File: src/rtl/filter_seq_pkg.sv
// Shared types and constants for the 3x3 filter memory-to-memory sequencer.
// Holds the FSM encoding, CSR map, window geometry and pixel/result field positions.
package filter_seq_pkg;

  typedef enum logic [2:0] {
    StIdle,
    StFetch,
    StPush,
    StSettle,
    StCollect,
    StStore,
    StAdvance,
    StDone
  } seq_state_e;

  localparam logic [2:0] CsrCtrl       = 3'd0;
  localparam logic [2:0] CsrStatus     = 3'd1;
  localparam logic [2:0] CsrSrcBase    = 3'd2;
  localparam logic [2:0] CsrDstBase    = 3'd3;
  localparam logic [2:0] CsrWidth      = 3'd4;
  localparam logic [2:0] CsrHeight     = 3'd5;
  localparam logic [2:0] CsrPixelsDone = 3'd6;

  localparam int unsigned CtrlStart   = 0;
  localparam int unsigned CtrlIrqEn   = 1;
  localparam int unsigned StatusBusy  = 0;
  localparam int unsigned StatusDone  = 1;
  localparam int unsigned StatusError = 2;

  localparam int unsigned WINDOW_LEN = 9;
  localparam logic [3:0]  LastK      = 4'(WINDOW_LEN - 1);
  // Filter result register sits just above the nine window registers.
  localparam logic [3:0]  FltResultAddr = 4'd9;

  localparam int unsigned PixelMsb = 23;  // {8'h00, B, G, R}
  localparam int unsigned ResultW  = 8;

  function automatic logic [1:0] win_row(logic [3:0] k);
    unique case (k)
      4'd0, 4'd1, 4'd2: win_row = 2'd0;
      4'd3, 4'd4, 4'd5: win_row = 2'd1;
      default:          win_row = 2'd2;
    endcase
  endfunction

  function automatic logic [1:0] win_col(logic [3:0] k);
    unique case (k)
      4'd0, 4'd3, 4'd6: win_col = 2'd0;
      4'd1, 4'd4, 4'd7: win_col = 2'd1;
      default:          win_col = 2'd2;
    endcase
  endfunction

endpackage

File: src/rtl/window_addr_gen.sv
// Incremental address generator: tracks the current window's top-left pointer and the
// destination pointer, and produces the source address of window element k.
module window_addr_gen
  import filter_seq_pkg::*;
#(
  parameter int unsigned ADDR_W = 32,
  parameter int unsigned DIM_W  = 10
) (
  input  logic              clk,
  input  logic              reset_n,
  input  logic              init,
  input  logic              step,
  input  logic [ADDR_W-1:0] src_base,
  input  logic [ADDR_W-1:0] dst_base,
  input  logic [DIM_W-1:0]  width,
  input  logic [DIM_W-1:0]  height,
  input  logic [3:0]        k,
  output logic [ADDR_W-1:0] fetch_addr,
  output logic [ADDR_W-1:0] dst_addr,
  output logic              last_pixel
);

  logic [ADDR_W-1:0] row_ptr_q, col_off_q, dst_ptr_q;
  logic [DIM_W-1:0]  xc_q, yc_q;
  logic [ADDR_W-1:0] stride, row_off, col_k;
  logic              last_x, last_y;

  assign stride = ADDR_W'({width, 2'b00});
  assign col_k  = ADDR_W'({win_col(k), 2'b00});

  always_comb begin
    row_off = '0;
    case (win_row(k))
      2'd0:    row_off = '0;
      2'd1:    row_off = stride;
      default: row_off = stride << 1;
    endcase
  end

  assign fetch_addr = row_ptr_q + row_off + col_off_q + col_k;
  assign dst_addr   = dst_ptr_q;
  // xc/yc count interior columns/rows from zero, so the last one is dimension-3.
  assign last_x     = (xc_q == width - DIM_W'(3));
  assign last_y     = (yc_q == height - DIM_W'(3));
  assign last_pixel = last_x && last_y;

  always_ff @(posedge clk or negedge reset_n) begin
    if (!reset_n) begin
      row_ptr_q <= '0;
      col_off_q <= '0;
      dst_ptr_q <= '0;
      xc_q      <= '0;
      yc_q      <= '0;
    end else if (init) begin
      row_ptr_q <= src_base;
      col_off_q <= '0;
      dst_ptr_q <= dst_base;
      xc_q      <= '0;
      yc_q      <= '0;
    end else if (step) begin
      dst_ptr_q <= dst_ptr_q + ADDR_W'(4);
      if (last_x) begin
        xc_q      <= '0;
        col_off_q <= '0;
        yc_q      <= yc_q + DIM_W'(1);
        row_ptr_q <= row_ptr_q + stride;
      end else begin
        xc_q      <= xc_q + DIM_W'(1);
        col_off_q <= col_off_q + ADDR_W'(4);
      end
    end
  end

endmodule

File: src/rtl/filter_sequencer.sv
// Memory-to-memory scheduler for the 3x3 filter: fetches each window from the source frame,
// pushes it into the filter, collects the result and stores it in the destination frame.
module filter_sequencer
  import filter_seq_pkg::*;
#(
  parameter int unsigned ADDR_W = 32,
  parameter int unsigned DIM_W  = 10,
  parameter int unsigned SETTLE = 2
) (
  input  logic              clk,
  input  logic              reset_n,
  input  logic [2:0]        csr_address,
  input  logic              csr_write,
  input  logic [31:0]       csr_writedata,
  input  logic              csr_read,
  output logic [31:0]       csr_readdata,
  output logic [ADDR_W-1:0] mem_address,
  output logic              mem_read,
  input  logic [31:0]       mem_readdata,
  output logic              mem_write,
  output logic [31:0]       mem_writedata,
  input  logic              mem_waitrequest,
  output logic [3:0]        flt_address,
  output logic              flt_write,
  output logic [31:0]       flt_writedata,
  output logic              flt_read,
  input  logic [31:0]       flt_readdata,
  input  logic              flt_waitrequest,
  output logic              busy,
  output logic              irq
);

  localparam logic [7:0] SettleLast = 8'((SETTLE > 0) ? SETTLE - 1 : 0);

  seq_state_e        state_q;
  logic [3:0]        k_q;
  logic [7:0]        settle_cnt_q;
  logic              done_q, error_q, irq_en_q, last_q;
  logic [ADDR_W-1:0] src_base_q, dst_base_q;
  logic [DIM_W-1:0]  width_q, height_q;
  logic [31:0]       pixels_done_q;

  logic              start_req, cfg_ok, gen_init, gen_step, last_pixel;
  logic [3:0]        gen_k;
  logic [ADDR_W-1:0] fetch_addr, dst_addr;
  logic              unused_bits;

  assign unused_bits = ^{mem_readdata[31:PixelMsb+1], flt_readdata[31:ResultW]};

  assign start_req = csr_write && (csr_address == CsrCtrl) && csr_writedata[CtrlStart] && !busy;
  assign cfg_ok    = (width_q >= DIM_W'(3)) && (height_q >= DIM_W'(3));
  assign gen_init  = start_req && cfg_ok;
  assign gen_step  = (state_q == StStore) && !mem_waitrequest;
  // Only PUSH looks ahead to k+1; ADVANCE always starts the next window at k=0.
  assign gen_k     = (state_q == StPush) ? k_q + 4'd1 : 4'd0;
  assign irq       = done_q & irq_en_q;

  window_addr_gen #(
    .ADDR_W(ADDR_W),
    .DIM_W (DIM_W)
  ) u_addr_gen (
    .clk       (clk),
    .reset_n   (reset_n),
    .init      (gen_init),
    .step      (gen_step),
    .src_base  (src_base_q),
    .dst_base  (dst_base_q),
    .width     (width_q),
    .height    (height_q),
    .k         (gen_k),
    .fetch_addr(fetch_addr),
    .dst_addr  (dst_addr),
    .last_pixel(last_pixel)
  );

  always_comb begin
    csr_readdata = '0;
    if (csr_read) begin
      case (csr_address)
        CsrCtrl:       csr_readdata[CtrlIrqEn] = irq_en_q;
        CsrStatus:     csr_readdata[2:0] = {error_q, done_q, busy};
        CsrSrcBase:    csr_readdata = 32'(src_base_q);
        CsrDstBase:    csr_readdata = 32'(dst_base_q);
        CsrWidth:      csr_readdata = 32'(width_q);
        CsrHeight:     csr_readdata = 32'(height_q);
        CsrPixelsDone: csr_readdata = pixels_done_q;
        default:       csr_readdata = '0;
      endcase
    end
  end

  always_ff @(posedge clk or negedge reset_n) begin
    if (!reset_n) begin
      state_q       <= StIdle;
      k_q           <= '0;
      settle_cnt_q  <= '0;
      done_q        <= 1'b0;
      error_q       <= 1'b0;
      irq_en_q      <= 1'b0;
      last_q        <= 1'b0;
      src_base_q    <= '0;
      dst_base_q    <= '0;
      width_q       <= '0;
      height_q      <= '0;
      pixels_done_q <= '0;
      busy          <= 1'b0;
      mem_address   <= '0;
      mem_read      <= 1'b0;
      mem_write     <= 1'b0;
      mem_writedata <= '0;
      flt_address   <= '0;
      flt_write     <= 1'b0;
      flt_writedata <= '0;
      flt_read      <= 1'b0;
    end else begin
      if (csr_write) begin
        case (csr_address)
          CsrCtrl: irq_en_q <= csr_writedata[CtrlIrqEn];
          CsrStatus: begin
            if (csr_writedata[StatusDone])  done_q  <= 1'b0;
            if (csr_writedata[StatusError]) error_q <= 1'b0;
          end
          CsrSrcBase: if (!busy) src_base_q <= ADDR_W'(csr_writedata);
          CsrDstBase: if (!busy) dst_base_q <= ADDR_W'(csr_writedata);
          CsrWidth:   if (!busy) width_q    <= csr_writedata[DIM_W-1:0];
          CsrHeight:  if (!busy) height_q   <= csr_writedata[DIM_W-1:0];
          default: ;
        endcase
      end

      // FSM updates follow the CSR writes so a DONE-cycle set beats a same-cycle W1C.
      case (state_q)
        StIdle: begin
          if (start_req) begin
            if (cfg_ok) begin
              busy          <= 1'b1;
              done_q        <= 1'b0;
              pixels_done_q <= '0;
              k_q           <= '0;
              mem_address   <= src_base_q;
              mem_read      <= 1'b1;
              state_q       <= StFetch;
            end else begin
              error_q <= 1'b1;
            end
          end
        end
        StFetch: begin
          if (!mem_waitrequest) begin
            mem_read      <= 1'b0;
            flt_writedata <= {8'h00, mem_readdata[PixelMsb:0]};
            flt_address   <= k_q;
            flt_write     <= 1'b1;
            state_q       <= StPush;
          end
        end
        StPush: begin
          if (!flt_waitrequest) begin
            flt_write <= 1'b0;
            if (k_q == LastK) begin
              if (SETTLE == 0) begin
                flt_address <= FltResultAddr;
                flt_read    <= 1'b1;
                state_q     <= StCollect;
              end else begin
                settle_cnt_q <= '0;
                state_q      <= StSettle;
              end
            end else begin
              k_q         <= k_q + 4'd1;
              mem_address <= fetch_addr;
              mem_read    <= 1'b1;
              state_q     <= StFetch;
            end
          end
        end
        StSettle: begin
          if (settle_cnt_q == SettleLast) begin
            flt_address <= FltResultAddr;
            flt_read    <= 1'b1;
            state_q     <= StCollect;
          end else begin
            settle_cnt_q <= settle_cnt_q + 8'd1;
          end
        end
        StCollect: begin
          if (!flt_waitrequest) begin
            flt_read      <= 1'b0;
            mem_writedata <= {24'h0, flt_readdata[ResultW-1:0]};
            mem_address   <= dst_addr;
            mem_write     <= 1'b1;
            state_q       <= StStore;
          end
        end
        StStore: begin
          if (!mem_waitrequest) begin
            mem_write     <= 1'b0;
            pixels_done_q <= pixels_done_q + 32'd1;
            last_q        <= last_pixel;
            state_q       <= StAdvance;
          end
        end
        StAdvance: begin
          if (last_q) begin
            state_q <= StDone;
          end else begin
            k_q         <= '0;
            mem_address <= fetch_addr;
            mem_read    <= 1'b1;
            state_q     <= StFetch;
          end
        end
        StDone: begin
          done_q  <= 1'b1;
          busy    <= 1'b0;
          state_q <= StIdle;
        end
        default: state_q <= StIdle;
      endcase
    end
  end

endmodule
File: config.mk
export PLATFORM = sky130hd
export DESIGN_NAME = filter_sequencer
export DESIGN_NICKNAME = d
export VERILOG_FILES = /design/src/rtl/filter_seq_pkg.sv /design/src/rtl/window_addr_gen.sv /design/src/rtl/filter_sequencer.sv
export SDC_FILE = /design/constraint.sdc
export NUM_CORES = 1
export LEC_CHECK = 0
export CELL_PAD_IN_SITES_DETAIL_PLACEMENT = 0
export CELL_PAD_IN_SITES_GLOBAL_PLACEMENT = 1
export CORE_ASPECT_RATIO = 2
export CORE_MARGIN = 8
export CORE_UTILIZATION = 35
export CTS_BUF_LIST = sky130_fd_sc_hd__clkbuf_8
export DETAILED_ROUTE_END_ITERATION = 7
export HOLD_SLACK_MARGIN = 0.08
export PLACE_DENSITY = 0.66
export SLEW_MARGIN = 10
export SYNTH_ARGS = -nofsm -noshare
export SYNTH_HDL_FRONTEND = slang
export SYNTH_SLANG_ARGS = --single-unit
File: constraint.sdc
create_clock -name clk -period 5.6 [get_ports clk]
set_input_delay 1.12 -clock clk [delete_from_list [all_inputs] [get_ports clk]]
set_output_delay 1.12 -clock clk [all_outputs]
set_load 0.01 [all_outputs]
==> results of run 1 <==
-- cell families (layout without fill, tap and decap cells) --
group                    Yosys count  after routing  synth area share (%)
AND/OR/NAND/NOR                  805            805                 18.84
AO/OA/AOI/OAI                    486            486                 15.31
flip-flops                       322            322                 40.56
buffers and inverters            190            357                 4.403
multiplexers                     144            144                 7.918
XOR/XNOR                         123            123                 5.493
adder cells (fa/ha/maj)          110            110                 7.458
other                              1             34               0.01888
-- stage by stage --
step | utilization, % | instances
floorplan | - | 2213
global placement | 39.89 | 3037
detailed placement | 39.89 | 3037
CTS | 41.85 | 3130
global route | 41.88 | 3131
finish | 41.88 | 3131
-- cell type report --
class / instances / share of cell area (%)
inverters: 39 / 0.6223
clock inverters: 24 / 0.6489
multi-input cells: 1701 / 47.28
flip-flops and latches: 322 / 34.26
well taps: 750 / 3.989
repair buffers: 225 / 9.160
diodes: 1 / 0.01064
clock buffers: 69 / 4.037
-- worst max path at each step --
stage | from | end | slack, ns | cells past startpoint
global placement | state_q[0] | mem_address[29] | 0.41 | 20
floorplan | state_q[1] | mem_address[22] | 0.67 | 20
finish | k_q[0] | mem_address[22] | 0.34 | 21
detailed placement | k_q[0] | mem_address[27] | 0.37 | 20
CTS | k_q[0] | mem_address[27] | 0.34 | 20
global route | k_q[0] | mem_address[22] | 0.02 | 21
-- per-layer routing --
layer | up-vias | track usage, % | wire length [um]
li1 | 8052 | - | -
met5 | - | 0 | 0
met4 | 0 | 15.21 | 5504
met3 | 207 | 2.767 | 3288
met2 | 540 | 38.48 | 35980
met1 | 8465 | 22.21 | 25300
-- flip-flops by register name, summed over array words and instances (netlist names), 3 cells and up --
name	flops
settle_cnt_q	8
dst_base_q	32
mem_writedata	8
mem_address	32
pixels_done_q	32
flt_writedata	24
k_q	4
u_addr_gen.xc_q	10
u_addr_gen.yc_q	10
src_base_q	32
u_addr_gen.row_ptr_q	32
height_q	10
flt_address	4
u_addr_gen.dst_addr	32
state_q	3
width_q	10
u_addr_gen.col_off_q	30
-- power by group --
group	total [mW]	internal, mW	leakage [nW]	switching [mW]
clock network	2.18	1.15	0.621	1.03
registers	4.32	3.14	4.09	1.18
logic	4.33	2.03	5.62	2.31
total	10.8	6.32	10.3	4.51
-- cells in the mapped netlist, types with 15 or more instances --
cell type	n
a211oi_1	24
a21o_1	17
a21oi_1	113
a22oi_1	23
a31oi_1	27
and2_1	20
and3_1	33
buf_1	21
buf_4	32
clkbuf_1	85
dfrtp_1	322
ha_1	96
inv_1	39
mux2_2	105
mux2i_1	39
nand2_1	308
nand3_1	81
nand4_1	28
nor2_1	191
nor2b_1	15
nor3_1	43
nor4_1	16
o211ai_1	17
o21ai_0	158
xnor2_1	55
xor2_1	67
-- worst max-delay path, cell delays in order, from the launching register on --
cell and delay [ns]:
dfrtp_1 0.46, ha_1 0.29, inv_1 0.09, nor3_1 0.05, a31oi_1 0.28, nor2_1 0.12
a31oi_1 0.16, nor2_1 0.08, a22o_1 0.21, fa_1 0.49, inv_1 0.10, fa_1 0.51
inv_1 0.07, fa_1 0.49, a211oi_1 0.33, o211ai_1 0.14, nand3_1 0.25, o21ai_0 0.20
a31o_2 0.31, xor2_1 0.15, a222oi_1 0.20, o21ai_0 0.11
-- what timing repair did --
action,4_1_cts,5_1_grt
endpoints found under the setup margin,0,6
gates resized for setup,0,4
endpoints found under the hold margin,0,0
==> impl_metrics.env, run 1 <==
export IMPL_insertion_delay_ns=0.65
export IMPL_antenna_left=0
export IMPL_cts_htree_levels=2
export IMPL_die_h_um=352.9
export IMPL_design_area_mm2=0.02352
export IMPL_routabilityCongestion=0.8796
export IMPL_synth_edf_count=0
export IMPL_synthCells=2181
export IMPL_max_freq_ghz=0.1902
export IMPL_status="complete, no violations"
export IMPL_finClkSkew_ns=0.03320
export IMPL_reg2reg_from="k_q[0]"
export IMPL_fp_row_count=123
export IMPL_regArea_mm2=0.008058
export IMPL_setup_ws_ns=0.3414
export IMPL_syn_area_mm2=0.01986
export IMPL_min_period_ns=5.259
export IMPL_syn2layout_area_growth_pct=18.42
export IMPL_final_hold_viol_count=0
export IMPL_drv_cap=0
export IMPL_relSlewSlack_pct=15.08
export IMPL_ys_types=72
export IMPL_dpl_cell_area_mm2=0.02241
export IMPL_initial_utilization_pct=35.36
export IMPL_fillers=5681
export IMPL_yosys_area_top_type_share_pct=40.56
export IMPL_rrSetupSlack_ns=0.34
export IMPL_hpwl_mm=52.83
export IMPL_cts_tree="built"
export IMPL_fin_nets=2555
export IMPL_grt_usage_pct=21.30
export IMPL_hold_depth=2
export IMPL_hp_class="reg -> reg"
export IMPL_io_pins=243
export IMPL_synth_main_ff_cell="dfrtp_1"
export IMPL_die_w_um=184.5
export IMPL_drt_iter0_markers=997
export IMPL_clockRootBuffer="clkbuf_8"
export IMPL_worstPathArrival_ns=5.76
export IMPL_cp_end_kind="flop"
export IMPL_worstMarginPinSlew_ns=1.268
export IMPL_die_area_mm2=0.06510
export IMPL_cp_start_kind="flop"
export IMPL_core_mm2=0.05617
export IMPL_r2r_cells=21
export IMPL_design_power_total_mw=10.83
export IMPL_vias=17264
export IMPL_portBuffers=178
export IMPL_cp_required_ns=6.10
export IMPL_dp_slack_ns=0.3677
export IMPL_whs_ns=0.4705
export IMPL_hold_start="flt_writedata[5]"
export IMPL_layout_common_cells="322 x dfrtp_1, 308 x nand2_1, 189 x nor2_1, 175 x clkdlybuf4s50_1, 158 x o21ai_0"
export IMPL_async_reset_ff_share_pct=100.0
export IMPL_grt_max_degree=130
export IMPL_power_leakage_nw=10.33
export IMPL_p_per_area_mw_per_mm2=460.4
export IMPL_cts_buffer_depth=3
export IMPL_rsz0062_at_grt="no"
export IMPL_grt_pass1_wl_mm=107.2
export IMPL_yosys_top_cells_area="dfrtp_1 41%, ha_1 6.0%, mux2_2 6.0%, nand2_1 5.8%, o21ai_0 4.0%"
export IMPL_multi_input_area_mm2=0.01112
export IMPL_path_class="reg -> reg"
export IMPL_ys_seq_elements=322
export IMPL_hold_path_endpoint="flt_writedata[5]"
export IMPL_cts_made_buffers=51
export IMPL_final_common_cell="dfrtp_1"
export IMPL_ir_worst_vdd_mv=0.2570
export IMPL_crit_fanout=7
export IMPL_rr_endpoint="mem_address[22]"
export IMPL_antenna_found_initial=1
export IMPL_cts_setup_buffers=0
export IMPL_grt_pass1_vias=18019
export IMPL_cts_sinks=322
export IMPL_drive_above_1_share_pct=10.88
export IMPL_clk_pin_slew_ns=0.07
export IMPL_totalNegativeSetupSlack_ns=0
export IMPL_vias_per_cell=5.514
export IMPL_wl_mm=70.07
export IMPL_synth_avg_cell_area_um2=9.108
export IMPL_synth_seq_area_share_pct=40.56
export IMPL_cts_hold_buf=0
export IMPL_maxSlewViolCount=0
export IMPL_first_pass_iters=6
export IMPL_fin_crit_sh_pct=93.90
export IMPL_overflow=0
export IMPL_wl_per_cell_um=22.38
export IMPL_drc_errors=0
export IMPL_setup_violations=0
export IMPL_synth_top_cell_by_area="dfrtp_1"
export IMPL_ys_warn_count=0
Note: power is estimated with default switching activity, not from simulation.
==> run 2: changes to the inputs <==
- CELL_PAD_IN_SITES_DETAIL_PLACEMENT: 0 -> default
- CELL_PAD_IN_SITES_GLOBAL_PLACEMENT: 1 -> default
- PLACE_DENSITY: 0.66 -> 0.52
==> impl_metrics.env, run 2 (synthesized netlist as in run 1, its figures left out) <==
export IMPL_cts_made_buffers=52
export IMPL_sequentialPowerShare_pct=39.2
export IMPL_clockRootBuffer="clkbuf_8"
export IMPL_drt_iter0_markers=1049
export IMPL_p_per_area_mw_per_mm2=466.3
export IMPL_p_sw_mw=4.582
export IMPL_routabilityCongestion=0.9161
export IMPL_antenna_left=0
export IMPL_setup_ws_ns=0.3342
export IMPL_worstMarginPinSlew_ns=1.101
export IMPL_comb_power_share_pct=39.7
export IMPL_drv_cap=0
export IMPL_power_leakage_nw=10.38
export IMPL_die_w_um=184.5
export IMPL_wl_met1_mm=24.98
export IMPL_intPower_mw=6.432
export IMPL_rrSetupSlack_ns=0.33
export IMPL_pwr_share_clk_pct=21.1
export IMPL_whs_ns=0.3705
export IMPL_cp_end_kind="flop"
export IMPL_finClkSkew_ns=0.03845
export IMPL_fin_nets=2562
export IMPL_path_class="reg -> reg"
export IMPL_io_pins=243
export IMPL_final_hold_viol_count=0
export IMPL_final_common_cell="dfrtp_1"
export IMPL_grt_max_degree=87
export IMPL_die_area_mm2=0.06510
export IMPL_cts_hold_buf=0
export IMPL_cp_required_ns=6.12
export IMPL_crit_fanout=7
export IMPL_ir_worst_vdd_mv=0.2356
export IMPL_fin_crit_sh_pct=94.03
export IMPL_status="complete, no violations"
export IMPL_grt_pass1_wl_mm=106.3
export IMPL_drc_errors=0
export IMPL_cts_setup_buffers=0
export IMPL_clk_pin_slew_ns=0.07
export IMPL_totalNegativeSetupSlack_ns=0
export IMPL_dr_wl_met2_mm=36.41
export IMPL_cts_resized=0
export IMPL_max_freq_ghz=0.1899
export IMPL_crit_start="k_q[0]"
export IMPL_antenna_found_initial=1
export IMPL_dp_cells=3043
export IMPL_fillers=5619
export IMPL_hpwl_mm=52.72
export IMPL_wl_met3_mm=3.102
export IMPL_first_pass_iters=8
export IMPL_insertion_delay_ns=0.67
export IMPL_finalNonFillerCells=3137
export IMPL_setup_violations=0
export IMPL_layout_common_cells="322 x dfrtp_1, 308 x nand2_1, 190 x nor2_1, 175 x clkdlybuf4s50_1, 158 x o21ai_0"
export IMPL_grt_usage_pct=21.13
export IMPL_wl_mm=69.39
export IMPL_cts_sinks=322
export IMPL_vias_per_cell=5.485
export IMPL_reg2reg_from="k_q[0]"
export IMPL_vias=17205
export IMPL_cts_tree="built"
export IMPL_fp_row_count=123
export IMPL_relSlewSlack_pct=26.60
export IMPL_wl_per_cell_um=22.12
export IMPL_rsz0062_at_grt="no"
export IMPL_rr_endpoint="mem_address[22]"
export IMPL_portBuffers=178
export IMPL_design_power_total_mw=11.01
export IMPL_overflow=0
export IMPL_drive_above_1_share_pct=11.06
export IMPL_worstPathArrival_ns=5.79
export IMPL_core_mm2=0.05617
export IMPL_initial_utilization_pct=35.36
export IMPL_min_period_ns=5.266
export IMPL_hp_class="in -> async"
export IMPL_switching_share_pct=41.60
export IMPL_syn2layout_area_growth_pct=18.90
export IMPL_cp_start_kind="flop"
export IMPL_cts_buffer_depth=3
export IMPL_dp_slack_ns=0.3227
export IMPL_r2r_cells=21
export IMPL_maxSlewViolCount=0
export IMPL_grt_pass1_vias=17830
export IMPL_cts_htree_levels=2
export IMPL_highest_layer="met4"
export IMPL_die_h_um=352.9
-- run 2: changes by cell type in the layout (fill, tap and decap cells not counted), moves of 2 or more --
cell | previous run | this run
buf_4 | 45 | 50
clkbuf_8 | 69 | 66
inv_1 | 50 | 48
clkinvlp_4 | 0 | 2
bufinv_16 | 1 | 4
-- run 2: worst max path at each step --
stage / end / depth (start not counted)
final: mem_address[22] / 21
after global routing: mem_address[29] / 20
after CTS: mem_address[22] / 19
after detailed placement: mem_address[22] / 19
after global placement: mem_address[22] / 19
after floorplan: mem_address[22] / 20
-- run 2: through the flow --
stage	utilization (%)	area [um2]
after floorplan	-	19980
after global placement	39.97	22450
after detailed placement	39.97	22450
after CTS	42.03	23610
after global routing	42.04	23620
final	42.04	23620
-- run 2: worst max-delay path, cell delays in order (launching register included) --
cell and delay, ns:
dfrtp_1 0.45, ha_1 0.29, inv_1 0.09, nor3_1 0.04, a31oi_1 0.26, nor2_1 0.12
a31oi_1 0.17, nor2_1 0.09, a22o_1 0.21, fa_1 0.49, inv_1 0.06, fa_1 0.60
inv_1 0.11, fa_1 0.50, a211oi_2 0.28, o211ai_1 0.13, nand3_1 0.25, o21ai_0 0.18
a31o_2 0.31, xor2_1 0.15, a222oi_1 0.23, o21ai_0 0.12
-- run 2: layout make-up --
class	instances	area (um2)	area share [%]
antenna	1	2.502	0.01060
clock buffer	66	908.4	3.846
clock inverter	27	251.5	1.065
inverter	39	146.4	0.6198
multi-input combinational	1701	11100	47.00
sequential	322	8058	34.12
tap	750	938.4	3.973
timing repair buffer	231	2212	9.366
-- run 2: power by group through the flow --
stage | combinational [mW] | clock (mW) | sequential [mW]
floorplan | 2.77 | 0 | 3.86
global placement | 4.32 | 0 | 4.34
detailed placement | 4.39 | 0 | 4.36
CTS | 4.42 | 2.40 | 4.33
global route | 4.85 | 2.48 | 4.41
finish | 4.37 | 2.33 | 4.32
-- run 2: layer usage --
layer	GRT usage, %	vias to the layer above
li1	-	8079
met1	21.91	8413
met2	39.06	539
met3	2.448	174
met4	13.93	0
met5	0	-
